[src/rtl/mem_seq_ctrl.sv]
// Sequencer for the dual-bank time memory: arbitrates RTC bursts and user edits onto
// the write port, commits the write bank, and scans the committed bank out to the display.
//
// state  | meaning
// -------+------------------------------------------------------------
// IDLE   | waiting; serves commit, then RTC burst, then user edit, then scan
// BURST  | writing RTC bytes to addresses 0..NFIELDS-1, one per rtc_req cycle
// USR    | one-cycle single-field write (or address error)
// COMMIT | one-cycle flags=2'b10, write bank copied to read bank
// SCAN   | NFIELDS+1 cycles streaming the committed bank via read port 3
module mem_seq_ctrl #(
  parameter int unsigned NFIELDS = 11
) (
  input  logic       clk,
  input  logic       reset,
  input  logic       rtc_req,
  input  logic [7:0] rtc_dat,
  output logic       rtc_ack,
  input  logic       usr_req,
  input  logic [3:0] usr_add,
  input  logic [7:0] usr_dat,
  output logic       usr_ack,
  output logic       usr_err,
  input  logic       tick,
  output logic [3:0] ADD1,
  output logic [7:0] DAT1,
  output logic       w1,
  output logic [1:0] flags,
  output logic [3:0] ADD3,
  input  logic [7:0] Dato3,
  output logic       scan_vld,
  output logic [3:0] scan_add,
  output logic [7:0] scan_dat,
  output logic       busy
);

  localparam logic [4:0] NF   = 5'(NFIELDS);
  localparam logic [3:0] LAST = 4'(NFIELDS - 1);

  typedef enum logic [2:0] {
    S_IDLE,
    S_BURST,
    S_USR,
    S_COMMIT,
    S_SCAN
  } state_t;

  state_t     state_q, state_d;
  logic [3:0] idx_q, idx_d;
  logic [4:0] cnt_q, cnt_d;
  logic       commit_pend_q, commit_pend_d;
  logic       scan_pend_q, scan_pend_d;
  logic [3:0] uadd_q, uadd_d;
  logic [7:0] udat_q, udat_d;
  logic [3:0] add3_q, add3_d;

  always_comb begin
    state_d       = state_q;
    idx_d         = idx_q;
    cnt_d         = cnt_q;
    commit_pend_d = commit_pend_q;
    scan_pend_d   = scan_pend_q;
    uadd_d        = uadd_q;
    udat_d        = udat_q;
    add3_d        = add3_q;

    rtc_ack  = 1'b0;
    usr_ack  = 1'b0;
    usr_err  = 1'b0;
    ADD1     = 4'd0;
    DAT1     = 8'd0;
    w1       = 1'b0;
    flags    = 2'b00;
    ADD3     = add3_q;
    scan_vld = 1'b0;
    scan_add = 4'd0;
    scan_dat = 8'd0;

    case (state_q)
      S_IDLE: begin
        if (commit_pend_q) begin
          state_d = S_COMMIT;
        end else if (rtc_req) begin
          state_d = S_BURST;
          idx_d   = 4'd0;
        end else if (usr_req) begin
          state_d = S_USR;
          uadd_d  = usr_add;
          udat_d  = usr_dat;
        end else if (scan_pend_q) begin
          // Cleared on entry so that a tick arriving mid-scan queues exactly one rescan.
          state_d     = S_SCAN;
          cnt_d       = 5'd0;
          scan_pend_d = 1'b0;
        end
      end

      S_BURST: begin
        rtc_ack = rtc_req;
        if (rtc_req) begin
          w1   = 1'b1;
          ADD1 = idx_q;
          DAT1 = rtc_dat;
          if (idx_q == LAST) begin
            commit_pend_d = 1'b1;
            state_d       = S_IDLE;
          end else begin
            idx_d = idx_q + 4'd1;
          end
        end else begin
          state_d = S_IDLE;
        end
      end

      S_USR: begin
        usr_ack = 1'b1;
        if ({1'b0, uadd_q} < NF) begin
          w1            = 1'b1;
          ADD1          = uadd_q;
          DAT1          = udat_q;
          commit_pend_d = 1'b1;
        end else begin
          usr_err = 1'b1;
        end
        state_d = S_IDLE;
      end

      S_COMMIT: begin
        flags         = 2'b10;
        commit_pend_d = 1'b0;
        scan_pend_d   = 1'b1;
        state_d       = S_IDLE;
      end

      S_SCAN: begin
        if (cnt_q < NF) begin
          ADD3   = cnt_q[3:0];
          add3_d = cnt_q[3:0];
        end
        // Read data lags the address by one cycle, so field cnt-1 is presented.
        if (cnt_q != 5'd0) begin
          scan_vld = 1'b1;
          scan_add = cnt_q[3:0] - 4'd1;
          scan_dat = Dato3;
        end
        if (cnt_q == NF) begin
          state_d = S_IDLE;
        end else begin
          cnt_d = cnt_q + 5'd1;
        end
      end

      default: state_d = S_IDLE;
    endcase

    if (tick) scan_pend_d = 1'b1;
  end

  always_ff @(posedge clk) begin
    if (reset) begin
      state_q       <= S_IDLE;
      idx_q         <= 4'd0;
      cnt_q         <= 5'd0;
      commit_pend_q <= 1'b0;
      scan_pend_q   <= 1'b0;
      uadd_q        <= 4'd0;
      udat_q        <= 8'd0;
      add3_q        <= 4'd0;
    end else begin
      state_q       <= state_d;
      idx_q         <= idx_d;
      cnt_q         <= cnt_d;
      commit_pend_q <= commit_pend_d;
      scan_pend_q   <= scan_pend_d;
      uadd_q        <= uadd_d;
      udat_q        <= udat_d;
      add3_q        <= add3_d;
    end
  end

  assign busy = (state_q != S_IDLE);

endmodule
[config.mk]
export PLATFORM = sky130hd
export DESIGN_NAME = mem_seq_ctrl
export DESIGN_NICKNAME = d
export VERILOG_FILES = /design/src/rtl/mem_seq_ctrl.sv
export SDC_FILE = /design/constraint.sdc
export NUM_CORES = 1
export LEC_CHECK = 0
export ABC_AREA = 0
export CAP_MARGIN = 5
export CORE_MARGIN = 2
export CORE_UTILIZATION = 43
export CTS_CLUSTER_SIZE = 10
export DETAILED_ROUTE_END_ITERATION = 8
export PLACE_DENSITY = 0.91
export SYNTH_ARGS = -nofsm -noshare
export SYNTH_HDL_FRONTEND = slang
export SYNTH_SLANG_ARGS = --single-unit
export TNS_END_PERCENT = 1
[constraint.sdc]
create_clock -name clk -period 1.9 [get_ports clk]
set_input_delay 0.19 -clock clk [delete_from_list [all_inputs] [get_ports clk]]
set_output_delay 0.19 -clock clk [all_outputs]
set_load 0.02 [all_outputs]
==> results of run 1 <==
## stage by stage
step / utilization / power [mW] / instances / worst slack, ns / setup TNS, ns
detailed placement: 0.705 / 1.03 / 326 / -0.305 / -5.62
finish: 0.712 / 1.55 / 336 / -0.128 / -0.320
CTS: 0.703 / 1.55 / 336 / -0.124 / -0.351
floorplan: - / 0.850 / 190 / 0.0510 / 0
global placement: 0.705 / 1.02 / 326 / -0.240 / -5.09
global route: 0.712 / 1.62 / 336 / -0.162 / -0.631
## layout make-up
type                    count  share of cell area
flip-flops and latches     30               0.230
inverters                   9              0.0138
repair buffers            103               0.320
multi-input cells         138               0.379
clock buffers               7              0.0329
well taps                  48              0.0229
clock inverters             1             0.00190
## critical path, stage by stage, from the launching register on
cell	delay [ns]
dfxtp_2	0.32
or3b_4	0.43
a211oi_4	0.21
buf_6	0.15
mux2_4	0.31
buf_6	0.13
## where the power goes
| group | switching [mW] | internal [mW] | leakage (nW) | total, mW |
|---|---|---|---|---|
| Clock | 0.243 | 0.292 | 0.0482 | 0.535 |
| Combinational | 0.157 | 0.187 | 1.00 | 0.343 |
| Sequential | 0.0194 | 0.656 | 0.245 | 0.675 |
## path summary, 6_finish.rpt
check             start         to  slack (ns)  cells after the start
max          state_q[0]    ADD3[2]       -0.13                      5
min           udat_q[6]  udat_q[6]        0.51                      2
max reg2reg  state_q[0]  add3_q[1]        0.05                      6
min reg2reg   udat_q[6]  udat_q[6]        0.51                      2
## state kept, by name (all words and copies together), names as in the netlist
register and count:
idx_q 4, scan_pend_q 1, commit_pend_q 1, cnt_q 5, udat_q 8, state_q 3
add3_q 4, uadd_q 4
## kinds of logic after synthesis
family / count (synthesis) / synth area share
simple gates: 74 / 0.242
compound gates: 40 / 0.189
flops: 30 / 0.360
buf+inv: 22 / 0.0607
mux: 16 / 0.0982
fa+ha+maj: 5 / 0.0375
xor+xnor: 2 / 0.0105
other cells: 1 / 0.00225
## metal layers
| layer | share of wire | up-vias |
|---|---|---|
| met5 | 0 | - |
| met4 | 0.038 | 0 |
| met3 | 0.069 | 18 |
| met2 | 0.51 | 79 |
| met1 | 0.39 | 832 |
| li1 | - | 860 |
## layout by cell type (no fill, tap or decap), types with 5 or more instances in the layout
master           instances
clkbuf_8                 6
buf_4                   42
a22o_1                  12
nor3_1                   7
buf_2                   18
and2_1                   9
dfxtp_1                 27
mux2i_1                 13
a21oi_1                  6
nor2_1                  25
clkdlybuf4s50_1         33
ha_1                     5
inv_1                    8
## what timing repair did
action	in CTS	in global routing
hold buffers	0	0
pin swaps	2	1
setup buffers	2	0
setup endpoints to repair	34	32
gates resized for setup	135	16
hold endpoints to repair	0	0
gates cloned	0	0
## cell usage after synthesis (3+ instances only)
cell	n
dfxtp_1	30
nor2_1	25
mux2i_1	13
a22o_1	12
and2_1	10
inv_1	9
nor3_1	8
clkbuf_1	7
a21oi_1	6
ha_1	5
nor2b_1	5
nand2_1	4
a21o_1	3
a31oi_1	3
and2b_1	3
buf_2	3
mux2_2	3
o21ai_0	3
==> impl_metrics.yaml, run 1 <==
logic_synthesis:
  synth_area_mm2: 0.00167
  yosysSeqAreaShare: 0.360
  synth.area.top_cells: "dfxtp_1 36%, mux2i_1 7.8%, a22o_1 6.3%, nor2_1 5.6%, and2_1 3.7%"
  yosysUniqueCellTypes: 44
  ys.flop_type: "dfxtp_1"
  synth_warnings: 0
  synth_nets: 228
  syn_inst: 190
  yosys_register_bits: 30
  synth-edff-count: 0
  yosysTopAreaCell: "dfxtp_1"
  synth_top_area_frac: 0.360
  avgSynthCellArea_um2: 8.78
  async_flop_share: 0
sta:
  min_period_ns: 2.03
  timing.fmax_mhz: 493
  whs_ns: 0.511
  setup-violations-final: 4
  skew_ns: 0.00278
  rsz0062_at_grt: "yes"
  hold_viol: 0
  fin_crit_sh: 1.07
  drv_slew: 0
  setup_ws_ns: -0.128
job:
  drv_cap: 0
clock_tree:
  cts_buffers: 5
  cts_num_sinks: 30
  clock_latency_ns: 0.28
  clock_path_buffers: 2
  htree_num_levels: 2
  clock_tree.root_cell: "clkbuf_8"
  path_clk_slew_ns: 0.07
  cts_tree: "done"
global_routing:
  grt_pass1_wl_um: 8160
  met1_usage: 0.251
  grt_pass1_vias: 1788
  grt_max_degree: 17
  grtUsageMet2: 0.453
  top_usage_layer: "met2"
  track_usage: 0.243
  use_met3: 0.0664
  overflow: 0
  antenna_found_initial: 0
drt:
  ant_nets: 0
  drt_first_pass_iters: 4
  dr_total_vias: 1789
  detail_route.wirelength_um: 5080
  wl_per_cell_um: 15.1
  via_per_inst: 5.32
  drc: 0
  drt_iter0_markers: 40
final_layout:
  postLayoutCellArea_mm2: 0.00263
  num_antenna_cells: 0
  areaGrowthSynthToFinish_pct: 57.4
  final_net_count: 325
  drive_above_1_share: 0.313
  fillers: 283
  multi_input_area_um2: 995
  final-seq-area_um2: 604
status:
  violations: "setup timing"
  status: "finished, violations left"
worst_setup_path:
  crit_path_start_kind: "register"
  endpoint_kind: "primary output"
  cp_max_fo: 4
  worst_ep_arrival_time_ns: 1.84
  critPathRequiredTime_ns: 1.71
  crit_type: "register to primary output"
place:
  numPortBuffers: 67
  placed_cell_area_mm2: 0.00260
  hpwl_um: 3660
  gp_congestion: 0.877
floorplanning:
  die_x_um: 66.3
  dieArea_mm2: 0.00440
  row_count: 22
  floorplan.initialDensity: 0.453
  ios: 69
  die_h_um: 66.3
  core_mm2: 0.00369
worst_hold_path:
  min_path_type: "register to register"
power:
  p_leak_nw: 1.30
  vdd.ir_drop.worst_mv: 0.501
  p_per_area_mw_per_mm2: 591
Power figures use the tool's default switching activity.
==> run 2, diff against run 1 <==
--- a/config.mk
+++ b/config.mk
@@ -7,6 +7,7 @@
 export LEC_CHECK = 0
 export ABC_AREA = 0
 export CAP_MARGIN = 5
+export CORE_ASPECT_RATIO = 1.1
 export CORE_MARGIN = 2
 export CORE_UTILIZATION = 43
 export CTS_CLUSTER_SIZE = 10
==> run 2 against run 1 <==
Against the previous run:
- the flow still finishes with violations (setup timing)
- flip-flop and latch count did not move
- combinational power about the same
- global-route usage shrank 1.9 points
- clock skew is 0.00063 ns higher
- register-to-register slack better by 0.09 ns
- first-iteration DRC count rose by 33%
==> impl_metrics.yaml, run 2 (synthesis results as in run 1) <==
worst_setup_path:
  cp_slowest_cell: "or3b_4"
  max_stage_delay_ns: 0.42
  endpoint_kind: "primary output"
  path_cells: "or3b_4, a211oi_4, mux2_2, buf_2"
  crit_path_start_kind: "register"
  critPathBufInv: 1
  crit_type: "register to primary output"
  cp_top_family: "simple AND/OR/NAND/NOR gates"
  cp_max_fo: 4
  critPathRequiredTime_ns: 1.71
  worst_ep_arrival_time_ns: 1.81
final_layout:
  areaGrowthSynthToFinish_pct: 56.7
  registers.top_by_ff_count: "udat_q"
  drive_above_1_share: 0.302
  multi_input_area_um2: 997
  largest_reg_flops: 8
  mostFrequentLayoutCells: "44 x buf_4, 33 x clkdlybuf4s50_1, 30 x dfxtp_1"
  fillers: 290
  stdcell_count: 335
  reg_top3: "udat_q x8, cnt_q x5"
  final-seq-area_um2: 601
  final_common_cell: "buf_4"
  final_net_count: 322
  num_antenna_cells: 0
sta:
  timing.fmax_mhz: 499
  drv_slew: 0
  min_period_ns: 2.00
  setup_tns_ns: -0.302
  hold_viol: 0
  setup_ws_ns: -0.103
  setup-violations-final: 4
  fin_crit_sh: 1.05
  rsz0062_at_grt: "yes"
  skew_ns: 0.00341
job:
  drv_cap: 0
clock_tree:
  post_cts_buffers: 0
  cts_num_sinks: 30
  postCtsHoldBufs: 0
  htree_num_levels: 2
  cts_tree: "done"
  clock_path_buffers: 2
  clock_tree.root_cell: "clkbuf_8"
  clock_latency_ns: 0.29
  cts_buffers: 5
  path_clk_slew_ns: 0.07
power:
  p_int_mw: 1.23
  swShare: 0.263
  p_sw_uw: 439
  fin_total_pwr_mw: 1.67
  comb_power_share: 0.205
  p_leak_nw: 1.28
  clockPowerShare: 0.393
  p_per_area_mw_per_mm2: 638
  vdd.ir_drop.worst_mv: 0.584
  p_seq_frac: 0.402
drt:
  ant_nets: 0
  drt_first_pass_iters: 4
  drt_iter0_markers: 53
  via_per_inst: 5.41
  detail_route.wirelength_um: 4890
  wl_per_cell_um: 14.6
  drc: 0
  dr_total_vias: 1812
global_routing:
  grt_pass1_wl_um: 7940
  overflow: 0
  grt_pass1_vias: 1790
  track_usage: 0.224
  grt_max_degree: 33
  antenna_found_initial: 0
floorplanning:
  ios: 69
  die_h_um: 69.3
  die_x_um: 63.4
  floorplan.initialDensity: 0.453
  row_count: 23
  core_mm2: 0.00368
  dieArea_mm2: 0.00440
status:
  status: "finished, violations left"
  violations: "setup timing"
place:
  numPortBuffers: 67
  gp_congestion: 0.859
  dp_cells: 327
  hpwl_um: 3570
worst_hold_path:
  min_path_type: "register to register"
[run 2: cell types whose count changed in the layout (fill, tap and decap cells not counted), moves of 2 or more]
cell,change
dfxtp_2,-3
clkinvlp_4,+2
dfxtp_1,+3
buf_6,-4
mux2_2,+2
mux2_4,-2
buf_4,+2
[run 2: repair_timing]
item / CTS / global route
pin swaps: 1 / 1
setup endpoints to repair: 35 / 31
resized for setup: 122 / 23
[run 2: metal layers]
| layer | track usage | vias to the layer above | part of all wire |
|---|---|---|---|
| met5 | 0 | - | 0 |
| met4 | 0.0845 | 0 | 0.022 |
| met3 | 0.0812 | 14 | 0.11 |
| met2 | 0.400 | 102 | 0.50 |
| met1 | 0.238 | 839 | 0.37 |
| li1 | - | 857 | - |
[run 2: cell type report]
class / count / share of cell area
flip-flops and latches: 30 / 0.230
inverters: 9 / 0.0139
multi-input cells: 138 / 0.381
clock buffers: 5 / 0.0263
clock inverters: 3 / 0.0172
well taps: 50 / 0.0239
repair buffers: 100 / 0.308
[run 2: metrics by stage]
stage | area, µm² | utilization | hold slack [ns] | worst slack, ns
5_1_grt | 2620 | 0.710 | 0.511 | -0.139
4_1_cts | 2600 | 0.707 | 0.499 | -0.144
3_5_place_dp | 2590 | 0.704 | 0.490 | -0.279
2_1_floorplan | 1670 | - | 0.334 | 0.0510
3_3_place_gp | 2590 | 0.704 | 0.475 | -0.247
6_report | 2620 | 0.710 | 0.501 | -0.103
[run 2: path summary, 6_finish.rpt]
kind,start,end,slack (ns),cells after the start
setup / recovery,state_q[2],ADD3[2],-0.10,4
setup reg to reg,state_q[1],state_q[2],0.14,6
hold / removal,udat_q[4],udat_q[4],0.50,2
hold reg to reg,udat_q[4],udat_q[4],0.50,2
[run 2: tightest hold or removal path: stages (launching register included)]
cell and delay (ns):
dfxtp_1 0.33, mux2i_1 0.07, nor2_1 0.07
[run 2: power by group through the flow]
stage                     logic [mW]  registers (mW)  clock network, mW
after global routing           0.371           0.675              0.691
after detailed placement       0.343           0.685                  0
after global placement         0.337           0.684                  0
final                          0.342           0.672              0.656
after floorplan                0.167           0.683                  0
after CTS                      0.336           0.671              0.666
==> edit 1: new RTL, settings of run 2 <==
Put a register stage on the output `flags`, with the module's reset. The value now appears one clock later. The other outputs are not delayed to match. Comments in the files are not updated.
--- a/src/rtl/mem_seq_ctrl.sv
+++ b/src/rtl/mem_seq_ctrl.sv
@@ -45,6 +45,8 @@
     S_SCAN
   } state_t;
 
+  logic [1:0] flags_d;
+
   state_t     state_q, state_d;
   logic [3:0] idx_q, idx_d;
   logic [4:0] cnt_q, cnt_d;
@@ -70,7 +72,7 @@
     ADD1     = 4'd0;
     DAT1     = 8'd0;
     w1       = 1'b0;
-    flags    = 2'b00;
+    flags_d  = 2'b00;
     ADD3     = add3_q;
     scan_vld = 1'b0;
     scan_add = 4'd0;
@@ -126,7 +128,7 @@
       end
 
       S_COMMIT: begin
-        flags         = 2'b10;
+        flags_d       = 2'b10;
         commit_pend_d = 1'b0;
         scan_pend_d   = 1'b1;
         state_d       = S_IDLE;
@@ -180,4 +182,12 @@
 
   assign busy = (state_q != S_IDLE);
 
+  always_ff @(posedge clk) begin
+    if (reset) begin
+      flags <= '0;
+    end else begin
+      flags <= flags_d;
+    end
+  end
+
 endmodule
Check against the original RTL: not equivalent (Yosys sat finds a counterexample within 4 cycles, from zero or initial values and one cycle with reset high).
==> edit 1 against run 2 <==
Total power decreased by 4.8%; cell area increased by 6.2%; sequential cell count increased by 1; worst setup slack improved by 130 ps; routed wire length increased by 6.2%; fmax increased by 6.8%; synthesized area increased by 3.4%; critical path type unchanged; non-clock buffer count increased by 8.
==> edit 1: results (changes against run 2) <==
Setup path
The worst reg2reg path depth is 7 (+1). The arrival time at the worst endpoint is 1690 ps (-120 ps). The stage delay of the slowest cell on the critical path is 410 ps. The highest fanout seen on the critical path is 7 (+3). The critical register-to-register path endpoint is idx_q[0]. The worst flop-to-flop path startpoint is state_q[2].

Global routing
The pin count of the biggest net entering global routing came to 19 (-42%). The met2 track utilization from global routing is 0.4086 (+0.008565). The first-pass GRT wire length is 8369 um (+5.5%). The met3 routing resource usage after global routing is 0.07729 (-0.003874). The global routing usage summed across all routing layers is 0.2319 (+0.007811). The met1 usage is 0.2530 (+0.01546).

The initial antenna violation count was 0 (unchanged).

Layout
The data-path buffer share of cell area in the final layout came to 0.3156 (+0.007636). The count of non-CTS buffers in the layout came to 108 (+8.0%). The proportion of cell area occupied by registers is 0.2251 (-0.004432). The area used by multi-input combinational logic was 1097 sq um (+10%). The final core utilization is 0.7119 (+0.001601). The number of multi-input combinational cells in the layout is 156 (+13%).

The non-clock inverter total of the final layout is 8 (-1). The count of fill cells added during filler insertion was 313 (+7.9%). The proportion of cell area spent on the clock network is 0.03017 (-0.01335). The count of sequential standard cells is 31 (+3.3%). The ratio of cells with drive above 1 in the final layout was 0.3376 (+0.03587).

Yosys
The net count of the mapped netlist is 248 (+8.8%). The share of flip-flops with an asynchronous set or reset is 0 (unchanged). Ranked by instance count, the synthesized netlist is headed by nor2_1 (35), dfxtp_1 (31), a22o_1 (12), mux2i_1 (12), nand2_1 (11). The sequential-to-total area share from yosys stat came to 0.3597 (about the same). By area the synthesized netlist is led by dfxtp_1 (36%), nor2_1 (7.6%), mux2i_1 (7.0%).

The cell count after synthesis is 210 (+11%). The number of distinct standard cells referenced by the synthesized netlist is 42 (-4.5%).

Hold path
The worst hold path terminates at uadd_q[2]. The cell count of the worst hold path is 3 (+1). The startpoint of the tightest hold check path is usr_add[2].

The class of the tightest hold or removal check is input pin to flip-flop.

Outcome
The flow ran to the end, and the final reports show no timing, DRC or antenna violations.

Detailed routing
The violation count after the first detailed-route iteration is 52 (-1.9%). The average routed wire per standard cell is 14.31 um (-2.0%). The total number of vias is 1932 (+6.6%).

The amount of wire on met2 after detailed routing is 2684 um (+9.1%). The sum of met3 wire segment lengths after detailed routing is 409 um (-22%).

Placement
The placed cell count is 351 (+7.3%). The post-DP HPWL is 3659 um (+2.5%). The placed cell area is 2686 sq um (+3.5%).

STA
The worst hold slack after final layout came to 500.0 ps (-1.197 ps). The total negative setup slack was 0 ps (+302.3 ps). The worst setup margin is 24.35 ps (+127.3 ps).

Pwr
The peak supply drop is 457.2 uV (-22%). The total leakage power is 0.001346 uW (+5.1%).

Die
The area enclosed by the die boundary is 4536 sq um (+3.2%).
==> edit 1: worst reg2reg max path: stages, from the launching register on <==
cell      delay, ps
dfxtp_2         340
buf_4           160
nor4bb_4        370
buf_6           190
buf_4           110
nor2b_1         150
inv_1            80
a211oi_1        260
==> edit 1: where the power goes <==
group | switching [uW] | total (uW) | internal (uW)
combinational | 175 | 376 | 201
clock | 264 | 514 | 250
sequential | 21.1 | 700 | 679
==> edit 1: cell families after synthesis <==
group | Yosys count | synth area share
other cells | 1 | 0.002173
flops | 31 | 0.3597
xor+xnor | 2 | 0.01015
fa+ha+maj | 5 | 0.03626
simple gates | 96 | 0.2864
mux | 13 | 0.07614
buf+inv | 23 | 0.06019
compound gates | 39 | 0.1690
==> edit 1: timing repair <==
action                                 in CTS  in global routing
pin swaps                                   1                  4
gates resized for setup                   111                 52
setup endpoints to repair                  34                 34
gates cloned                                0                  1
endpoints found under the hold margin       0                  0
setup buffers                               2                  1
==> edit 2: new RTL, settings of run 2 <==
Made on the original files. `NFIELDS`: 11 -> 5.
--- a/src/rtl/mem_seq_ctrl.sv
+++ b/src/rtl/mem_seq_ctrl.sv
@@ -9,7 +9,7 @@
 // COMMIT | one-cycle flags=2'b10, write bank copied to read bank
 // SCAN   | NFIELDS+1 cycles streaming the committed bank via read port 3
 module mem_seq_ctrl #(
-  parameter int unsigned NFIELDS = 11
+  parameter int unsigned NFIELDS = 5
 ) (
   input  logic       clk,
   input  logic       reset,
Function: changed (a bounded check fails within 4 cycles, from zero or initial values and one cycle with reset high).
==> edit 2 against run 2 <==
Sequential power rose by 1%; clock skew rose by 2.0 ps; cell area fell by 1.9%; worst setup slack improved by 130 ps; register-to-register slack got worse by 30 ps; synthesized area fell by 2.1%; total power fell by 8.2%; sequential cell count did not move; routed wire length fell by 0.76%; critical endpoint is now w1; highest routed layer unchanged.
==> edit 2: results (changes against run 2) <==
Setup path
The end point of the critical path is w1. Among all stages on the critical path, the largest delay is contributed by dfxtp_2. The arrival time at the worst endpoint is 1690 ps (-120 ps).

The highest fanout seen on the critical path is 12 (+8). The startpoint identified for the worst register-to-register timing path is state_q[0]. The worst reg2reg path depth is 5 (-1). The worst-case register-to-register setup slack is 110 ps (-30 ps).

Pwr
The power dissipated in the clock network was 521 uW (-21%). The total leakage power is 0.001232 uW (-3.8%). The peak supply drop was 550.9 uV (-5.6%). The combinational power share is 0.217 (+0.012). The internal power consumption is 1126 uW (-8.5%).

Placement
The pre-CTS setup slack is -131.0 ps (+148.2 ps). The placed cell area came to 2556 sq um (-1.5%). The placer congestion estimate came to 0.8848 (+3.1%). The placed cell count is 322 (-1.5%).

Hold path
In this run the most critical hold path is launched from cnt_q[4]. The end point of the worst hold path is cnt_q[4]. The cell count of the worst hold path came to 1 (-1).

STA
The maximum clock frequency is 533.2 MHz (+6.8%). The worst hold slack after final layout is 500.9 ps (-0.3670 ps). The clock skew is 5.440 ps (+2.026 ps).

Detailed routing
The per-cell via count in the routed design was 5.264 (-2.7%). The average routed wire per standard cell is 14.72 um (+0.75%). The aggregate routed wire length is 4857 um (-0.76%). The sum of met3 wire segment lengths after detailed routing was 122 um (-77%). The first-pass iteration count of the detailed router came to 5 (+1). The amount of wire on met2 after detailed routing is 2629 um (+6.9%). The routed metal-1 wire length is 2056 um (+14%).

Outcome
The run finished with clean final reports.

Yosys
The proportion of synthesized area in mux cells came to 0.09418 (-0.004020). The number of distinct standard cells referenced by the synthesized netlist was 43 (-2.3%). The compound-gate portion of the synthesized area is 0.1669 (-0.02198).

The arithmetic-cell share of the synthesized area counting full adders, half adders and majority gates is 0.04594 (+0.008461). The net count of the mapped netlist came to 227 (-0.44%). Yosys attributes the largest share of cell area to dfxtp_1 (37%), mux2i_1 (7.4%), nor2_1 (6.0%). In the synthesized netlist, the cells that appear most often are dfxtp_1 (30), nor2_1 (26), mux2i_1 (12).

Global routing
The first-pass GRT wire length came to 7638 um (-3.7%). The number of global-route vias before repair is 1689 (-5.6%).

Layout
The ratio of cells with drive above 1 in the final layout is 0.2857 (-0.01604).

Clock tree
The clock latency on the worst-skew pair is 270 ps (-20 ps).
edit 2: cell types whose count changed in the layout (fill, tap and decap cells not counted), moves of 4 or more:
cell                    run 2  this run
and2_1                      9         3
and3_1                      1         9
buf_2                      17        12
buf_4                      44        25
clkbuf_2                    1        12
clkdlybuf4s15_2             0         4
nand3_1                     2         6
edit 2: area by class of cell:
cell class                 instances  area share
clock inverter                     2    0.004876
timing repair buffer              95      0.3086
sequential                        30      0.2360
tap                               50     0.02438
multi-input combinational        139      0.3823
clock buffer                       6     0.03218
inverter                           8     0.01170
edit 2: layer usage:
layer  global-route usage  up-vias
met4              0.05833        0
met5                    0        -
met3              0.03571        4
li1                     -      859
met1               0.2552      838
met2               0.4328       36
edit 2: repair_timing:
action                                  4_1_cts  5_1_grt
gates resized for setup                      78       38
gates cloned                                  0        0
pin swaps                                     0        1
endpoints found under the setup margin       34       31
hold buffers                                  0        0
